[src/rtl/cnn_fp_pkg.sv]
// Shared binary32 field layout and constants for the CNN floating-point datapath.
// Latency: none (declarations only).
// Backpressure: not applicable.
package cnn_fp_pkg;

  localparam int FP32_SIGN_W = 1;
  localparam int FP32_EXP_W  = 8;
  localparam int FP32_MAN_W  = 23;

  // Canonical quiet NaN emitted whenever a window saw any NaN.
  localparam logic [31:0] FP32_QNAN = 32'h7FC00000;

  typedef struct packed {
    logic [FP32_SIGN_W-1:0] sign;
    logic [FP32_EXP_W-1:0]  exp;
    logic [FP32_MAN_W-1:0]  man;
  } fp32_t;

endpackage

[src/rtl/fp32_gt_cmp.sv]
// Sign-magnitude "a strictly greater than b" compare for binary32, plus NaN detect on a.
// Latency: combinational.
// Backpressure: not applicable.
module fp32_gt_cmp
  import cnn_fp_pkg::*;
(
  input  logic [31:0] a,
  input  logic [31:0] b,
  output logic        a_gt_b,
  output logic        a_is_nan
);

  fp32_t       fa;
  fp32_t       fb;
  logic [30:0] mag_a;
  logic [30:0] mag_b;

  assign fa    = a;
  assign fb    = b;
  assign mag_a = {fa.exp, fa.man};
  assign mag_b = {fb.exp, fb.man};

  // NaN: all-ones exponent with a non-zero mantissa.
  assign a_is_nan = (fa.exp == '1) && (fa.man != '0);

  // Zeros of either sign are equal; otherwise sign decides, then magnitude
  // (reversed for negatives). Denormals and infinities fall out naturally.
  always_comb begin
    a_gt_b = 1'b0;
    if ((mag_a == '0) && (mag_b == '0)) begin
      a_gt_b = 1'b0;
    end else if (!fa.sign[0] && fb.sign[0]) begin
      a_gt_b = 1'b1;
    end else if (fa.sign[0] && !fb.sign[0]) begin
      a_gt_b = 1'b0;
    end else if (!fa.sign[0]) begin
      a_gt_b = mag_a > mag_b;
    end else begin
      a_gt_b = mag_a < mag_b;
    end
  end

endmodule

[src/rtl/tanh_max_pool.sv]
// Streaming 1-D max pool over POOL_SIZE binary32 samples (or shorter when flushed);
// optional out_idx argmax port when TANH_MAX_POOL_ARGMAX_EN is defined.
// Latency: result valid 1 cycle after the closing handshake.
// Backpressure: in_ready = ~out_valid | out_ready; a held result stalls input and flush.
module tanh_max_pool
  import cnn_fp_pkg::*;
#(
  parameter  int DATA_WIDTH = 32,
  parameter  int POOL_SIZE  = 4,
  localparam int CNT_W      = $clog2(POOL_SIZE)
) (
  input  logic                  clk,
  input  logic                  reset,
  input  logic [DATA_WIDTH-1:0] in_data,
  input  logic                  in_valid,
  output logic                  in_ready,
  input  logic                  flush,
  output logic [DATA_WIDTH-1:0] out_data,
  output logic                  out_valid,
`ifdef TANH_MAX_POOL_ARGMAX_EN
  output logic [CNT_W-1:0]      out_idx,
`endif
  input  logic                  out_ready
);

  if (DATA_WIDTH != 32) begin : g_bad_width
    $error("tanh_max_pool: only DATA_WIDTH=32 (binary32) is supported");
  end
  if ((POOL_SIZE < 2) || (POOL_SIZE > 256)) begin : g_bad_pool
    $error("tanh_max_pool: POOL_SIZE must be in 2..256");
  end

  localparam logic [CNT_W-1:0] LAST = CNT_W'(POOL_SIZE - 1);

  logic [1:0]       rst_pipe;
  logic             rst_n;
  logic [CNT_W-1:0] cnt_q;
  logic [31:0]      max_q;
  logic             sticky_q;
  logic [31:0]      max_n;
  logic             sticky_n;
  logic             accept;
  logic             first;
  logic             close;
  logic             in_gt;
  logic             in_nan;
`ifdef TANH_MAX_POOL_ARGMAX_EN
  logic [CNT_W-1:0] idx_q;
  logic [CNT_W-1:0] idx_n;
`endif

  // Assert asynchronously, release two clocks after the external reset lifts.
  always_ff @(posedge clk or negedge reset) begin
    if (!reset) rst_pipe <= 2'b00;
    else        rst_pipe <= {rst_pipe[0], 1'b1};
  end
  assign rst_n = rst_pipe[1];

  assign in_ready = ~out_valid | out_ready;
  assign accept   = in_valid & in_ready;
  assign first    = (cnt_q == '0);

  fp32_gt_cmp u_cmp (
    .a        (in_data),
    .b        (max_q),
    .a_gt_b   (in_gt),
    .a_is_nan (in_nan)
  );

  // Window state after folding in this cycle's accepted sample (if any).
  always_comb begin
    max_n    = max_q;
    sticky_n = sticky_q;
`ifdef TANH_MAX_POOL_ARGMAX_EN
    idx_n    = idx_q;
`endif
    if (accept) begin
      if (first) begin
        max_n    = in_data;
        sticky_n = in_nan;
`ifdef TANH_MAX_POOL_ARGMAX_EN
        idx_n    = '0;
`endif
      end else if (in_nan && !sticky_q) begin
        sticky_n = 1'b1;
`ifdef TANH_MAX_POOL_ARGMAX_EN
        idx_n    = cnt_q;
`endif
      end else if (!sticky_q && in_gt) begin
        max_n    = in_data;
`ifdef TANH_MAX_POOL_ARGMAX_EN
        idx_n    = cnt_q;
`endif
      end
    end
  end

  // A window closes on its last sample, or on flush when it holds anything
  // (including a sample accepted this same cycle); flush needs in_ready.
  assign close = (accept && (cnt_q == LAST)) ||
                 (flush && in_ready && (!first || accept));

  // Running window: counter, max, sticky NaN flag (and argmax position).
  always_ff @(posedge clk or negedge rst_n) begin
    if (!rst_n) begin
      cnt_q    <= '0;
      max_q    <= '0;
      sticky_q <= 1'b0;
`ifdef TANH_MAX_POOL_ARGMAX_EN
      idx_q    <= '0;
`endif
    end else if (close) begin
      cnt_q    <= '0;
      max_q    <= max_n;
      sticky_q <= 1'b0;
`ifdef TANH_MAX_POOL_ARGMAX_EN
      idx_q    <= '0;
`endif
    end else if (accept) begin
      cnt_q    <= cnt_q + CNT_W'(1);
      max_q    <= max_n;
      sticky_q <= sticky_n;
`ifdef TANH_MAX_POOL_ARGMAX_EN
      idx_q    <= idx_n;
`endif
    end
  end

  // Single-entry output register; a close can only happen when it is empty or draining.
  always_ff @(posedge clk or negedge rst_n) begin
    if (!rst_n) begin
      out_valid <= 1'b0;
      out_data  <= '0;
`ifdef TANH_MAX_POOL_ARGMAX_EN
      out_idx   <= '0;
`endif
    end else if (close) begin
      out_valid <= 1'b1;
      out_data  <= sticky_n ? FP32_QNAN : max_n;
`ifdef TANH_MAX_POOL_ARGMAX_EN
      out_idx   <= idx_n;
`endif
    end else if (out_ready) begin
      out_valid <= 1'b0;
    end
  end

endmodule

[config.mk]
export PLATFORM = sky130hd
export DESIGN_NAME = tanh_max_pool
export DESIGN_NICKNAME = d
export VERILOG_FILES = /design/src/rtl/cnn_fp_pkg.sv /design/src/rtl/fp32_gt_cmp.sv /design/src/rtl/tanh_max_pool.sv
export SDC_FILE = /design/constraint.sdc
export NUM_CORES = 1
export LEC_CHECK = 0
export BUFFER_PORTS_ARGS = -buffer_cell sky130_fd_sc_hd__buf_2
export CAP_MARGIN = 10
export CORE_MARGIN = 1
export CORE_UTILIZATION = 40
export DETAILED_ROUTE_END_ITERATION = 10
export PLACE_DENSITY = 0.72
export SYNTH_ARGS = -nofsm -noshare
export SYNTH_HDL_FRONTEND = slang
export SYNTH_SLANG_ARGS = --single-unit
[constraint.sdc]
create_clock -name clk -period 2.4 [get_ports clk]
set_clock_uncertainty 0.1 [all_clocks]
set_input_delay 0.12 -clock clk [delete_from_list [all_inputs] [get_ports clk]]
set_output_delay 0.12 -clock clk [all_outputs]
set_load 0.005 [all_outputs]
== Word-level counts from Yosys, hierarchy flattened ==
Index checks and enable logic that the tools add are counted.

* Add/subtract/negate cells: 1
* Order comparisons: 2
* Equal/unequal tests: 2
* Multiplexer cells: 20
* Bitwise logic cells: 3
* Reductions and logical operators: 21

{| class="wikitable"
|+ Operator list
! kind !! number
|-
| 32-bit two-way mux || 7
|-
| 31-bit zero test || 2
|-
| 31-bit greater-than comparator || 1
|-
| 31-bit less-than comparator || 1
|-
| 23-bit nonzero test || 1
|-
| 1-bit two-way mux || 11
|-
| 1-bit logical AND || 9
|-
| 8-bit == test, second input constant || 1
|-
| 1-bit zero test || 4
|-
| 2-bit two-way mux || 2
|-
| 2-bit nonzero test || 2
|-
| 2-bit by 1-bit adder with 2-bit output, second input constant || 1
|-
| 2-bit == test, second input constant || 1
|-
| 2-bit zero test || 1
|-
| 1-bit logical OR || 2
|-
| 1-bit bitwise AND || 1
|-
| 1-bit NOT || 1
|-
| 1-bit OR || 1
|}

* Register bits: 70
* Input port bits: 37

== Longest topological paths before layout ==
* Depth after elaboration: 12
* Depth in mapped cells: 11

== By module ==
A second synthesis with hierarchy kept.

* Cells, all modules: 311
* Area total of the unflattened synthesis: 3779.9 um^2

{| class="wikitable"
|+ Modules (own cells, without submodules)
! module !! instances !! cells each !! area an instance (um^2) !! seq. area each (um^2)
|-
| tanh_max_pool || 1 || 172 || 2815.2 || 1751.7
|-
| fp32_gt_cmp || 1 || 139 || 964.7 || 0.0
|}

== Worst setup path before layout ==
No wires, ideal clock.

* Kind: register -> register
* From: register max_q[30]
* To: register out_data[10]
* Data arrival time: 3.006 ns
* Required time: 2.179 ns
* Slack: -0.827 ns
* Stages on the path, launching flop included: 12
* Cells stage by stage: dfrtp_1 -> inv_1 -> ha_1 -> nand3_1 -> or3_1 -> or4_1 -> or4_1 -> o21ai_2 -> a211oi_4 -> buf_6 -> mux2_4 -> a22o_1

* Longest elaborated chain between the ends: 11

{| class="wikitable"
|+ Ends and longest elaborated chain
! what !! RTL line !! text
|-
| start: declaration || tanh_max_pool.sv:38 || <nowiki>logic [31:0] max_q;</nowiki>
|-
| start signal: assignment || tanh_max_pool.sv:114 || <nowiki>max_q <= max_n;</nowiki>
|-
| start signal: assignment || tanh_max_pool.sv:121 || <nowiki>max_q <= max_n;</nowiki>
|-
| 31-bit greater-than comparator / 31-bit less-than comparator (equally long branches) || fp32_gt_cmp.sv:37, fp32_gt_cmp.sv:39 ||
|-
| 1-bit two-way mux || fp32_gt_cmp.sv:36 || <nowiki>end else if (!fa.sign[0]) begin</nowiki>
|-
| 1-bit two-way mux || fp32_gt_cmp.sv:34 || <nowiki>end else if (fa.sign[0] && !fb.sign[0]) begin</nowiki>
|-
| 1-bit two-way mux || fp32_gt_cmp.sv:32 || <nowiki>end else if (!fa.sign[0] && fb.sign[0]) begin</nowiki>
|-
| 1-bit two-way mux (*) || fp32_gt_cmp.sv:30 || <nowiki>if ((mag_a == '0) && (mag_b == '0)) begin</nowiki>
|-
| 1-bit logical AND (*) || tanh_max_pool.sv:89 || <nowiki>end else if (!sticky_q && in_gt) begin</nowiki>
|-
| 32-bit two-way mux (*) || tanh_max_pool.sv:89 ||
|-
| 32-bit two-way mux (*) || tanh_max_pool.sv:84 || <nowiki>end else if (in_nan && !sticky_q) begin</nowiki>
|-
| 32-bit two-way mux (*) || tanh_max_pool.sv:78 || <nowiki>if (first) begin</nowiki>
|-
| 32-bit two-way mux (*) || tanh_max_pool.sv:77 || <nowiki>if (accept) begin</nowiki>
|-
| 32-bit two-way mux (*) || tanh_max_pool.sv:139 || <nowiki>out_data <= sticky_n ? FP32_QNAN : max_n;</nowiki>
|-
| end signal: assignment || tanh_max_pool.sv:139 ||
|-
| end: declaration || tanh_max_pool.sv:18 || <nowiki>output logic [DATA_WIDTH-1:0] out_data,</nowiki>
|}

Mark *: on every way between the ends. The rest lies on a longest branch, timed or not.
A chain may end at the register's enable or synchronous reset.

== Worst setup path after layout ==
* From: register max_q[24]
* To: register out_data[19]

The elaborated chain is that of the path after synthesis.

==> reports/metrics.yaml <==
grt:
  antenna_found_initial: 0
  grt_pass1_wl_mm: 16.4
  grt_max_degree: 50
  track_usage_pct: 22.1
  grt_pass1_vias: 3324
  grt.overflow.total: 0
clocking:
  clock_path_buffers: 2
  h-tree-depth: 3
  cts_buffers: 9
  clkLatencyLatePin_ns: 0.36
  clockRootBuffer: "clkbuf_8"
  cts_tree: "yes"
  cts.clk_slew.worst_paths_ns: 0.09
  cts.sinks: 70
detailed_routing:
  wl_per_cell_um: 16.9
  vias_per_cell: 5.29
  drt_iter0_drc: 135
  drc: 4
  vias: 3238
  ant_nets: 0
  routed_wl_mm: 10.3
  first_pass_iters: 8
floorplan:
  die_w_um: 98.1
  start_util_pct: 41.7
  die-area_um2: 9620
  die_h_um: 98.1
  core_um2: 8850
  fp-row-count: 34
  io-pin-count: 71
cells_and_area:
  diodes: 0
  drive_gt1_share_pct: 43.7
  layout.nets: 569
  final_cell_mix: "buf_4, buf_2, dfrtp_1"
  utilization_pct: 58.6
  syn_to_final_growth_pct: 40.4
  final_common_cell: "buf_4"
placed_design:
  gp_congestion: 0.799
  post-dp-hpwl_mm: 7.27
  post-place-ws_ns: -0.833
  port_buffers: 70
sta:
  finalCritPeriodShare_pct: 136
  whs_ns: 0.0299
  fmax_mhz: 306
  finalCriticalPeriod_ns: 3.27
  maxSlewViolCount: 0
  relSlewSlack_pct: 66.1
  worst_slew_pin_slew_ns: 0.508
  rsz0062_at_grt: "true"
  hold_violations: 0
  setup_ws_ns: -0.867
  setup_viol_count_final: 64
setup_path:
  critPathKind: "reg2reg"
  worstSetupEndpointType: "register"
  start_kind: "register"
  worst_ep_required_time_ns: 2.54
  path_max_fanout: 7
  arrival_ns: 3.41
outcome:
  status: "complete, but fails checks"
  violations: "design-rule violations, negative setup slack"
synthesis:
  synth_top_flop_cell: "dfrtp_1"
  synth_area_um2: 3690
  ys_seq_area_share_pct: 47.4
  synth_fp_nets: 410
  synthDistinctLibCells: 38
  synthCells: 340
  synth_area_per_cell_um2: 10.9
  synth_edf_count: 0
  async_reset_ff_share_pct: 100
  synth_seq_cells: 70
  yosysWarnings: 0
hold_path:
  hp-class: "in2reg"
power:
  p_leak_nw: 2.62
  powerDensity_nw_per_um2: 1200
  ir_worst_vdd_mv: 0.537
job:
  cap_violations: 0
## worst paths after layout
kind | start | endpoint | slack [ns] | depth (start not counted)
worst max register to register | max_q[24] | out_data[19] | -0.87 | 12
min in group asynchronous | rst_pipe[1] | max_q[12] | 0.14 | 0
max in group asynchronous | rst_pipe[1] | out_data[3] | 1.43 | 1
worst min register to register | rst_pipe[1] | max_q[12] | 0.14 | 0
worst min-delay path | in_data[25] | max_q[25] | 0.03 | 4
worst max-delay path | max_q[24] | out_data[19] | -0.87 | 12
## power breakdown
part / internal, mW / leakage, nW / total, mW / switching, mW
Combinational: 1.84 / 1.69 / 3.32 / 1.48
Sequential: 1.73 / 0.841 / 2.03 / 0.306
Clock: 0.376 / 0.0816 / 0.862 / 0.486
Total: 3.94 / 2.62 / 6.22 / 2.28
## worst max-delay path, cell delays in order, from the launching register on
cell      delay [ns]
dfrtp_1         0.38
inv_2           0.07
ha_4            0.27
nand2_1         0.05
or3_4           0.39
or4_4           0.46
a21oi_4         0.18
o21ai_4         0.08
a211oi_4        0.39
buf_6           0.17
buf_16          0.12
mux2_4          0.30
a22o_1          0.19
## sequential cells by signal (all words and copies together) (netlist names)
register	flops
cnt_q	2
max_q	32
sticky_q	1
out_data	32
out_valid	1
rst_pipe	2
## per-stage QoR
step / instance area, um2 / power, mW / std cells / TNS, ns
floorplan: 3720 / 3.77 / 340 / -29.14
global placement: 4740 / 4.92 / 581 / -37.61
detailed placement: 4740 / 5.04 / 581 / -42.80
CTS: 5130 / 6.13 / 610 / -40.56
global route: 5180 / 6.66 / 612 / -50.71
finish: 5180 / 6.22 / 612 / -45.67
## logic make-up (layout without fill, tap and decap cells)
family	after synthesis	count (layout)	synth area share [%]
AO/OA/AOI/OAI	68	68	13.5
other	1	1	0.102
buffers and inverters	44	208	5.12
flip-flops	70	70	47.4
multiplexers	23	23	9.25
adder cells (fa/ha/maj)	33	33	11.2
AND/OR/NAND/NOR	101	101	13.5
## final cells by class
cell class | count | area (um2)
fillers | 760 | 3660
multi-input cells | 226 | 1910
flip-flops and latches | 70 | 1750
repair buffers | 159 | 1090
well taps | 108 | 135
clock buffers | 9 | 124
inverters | 33 | 124
clock inverters | 7 | 50.0
## synthesized netlist by cell type, drive strengths merged (7+ instances only)
master | number | share of area, %
dfrtp | 70 | 47
a31oi | 9 | 1.5
nor2 | 16 | 1.6
inv | 33 | 3.4
nor4 | 14 | 2.4
mux2 | 23 | 9.3
or2 | 9 | 1.5
a21oi | 15 | 2.0
a22o | 24 | 5.7
nand4 | 7 | 1.2
nand2 | 36 | 3.7
clkbuf | 7 | 0.71
o21ai | 7 | 1.1
ha | 33 | 11
## timing repair
action	in CTS	in global routing
endpoints found under the setup margin	64	64
hold endpoints to repair	7	0
hold buffers	7	0
gates resized for setup	12	11
pin swaps	2	4
cloned	1	1
buffers inserted	5	2
## per-layer routing
metal,part of all wire [%],up-vias,track usage (%)
met2,49,100,35.5
met5,0,-,0
met1,43,1579,29.3
li1,-,1541,-
met3,6.1,18,4.94
met4,1.9,0,8.04
Note: power is estimated with default switching activity, not from simulation.
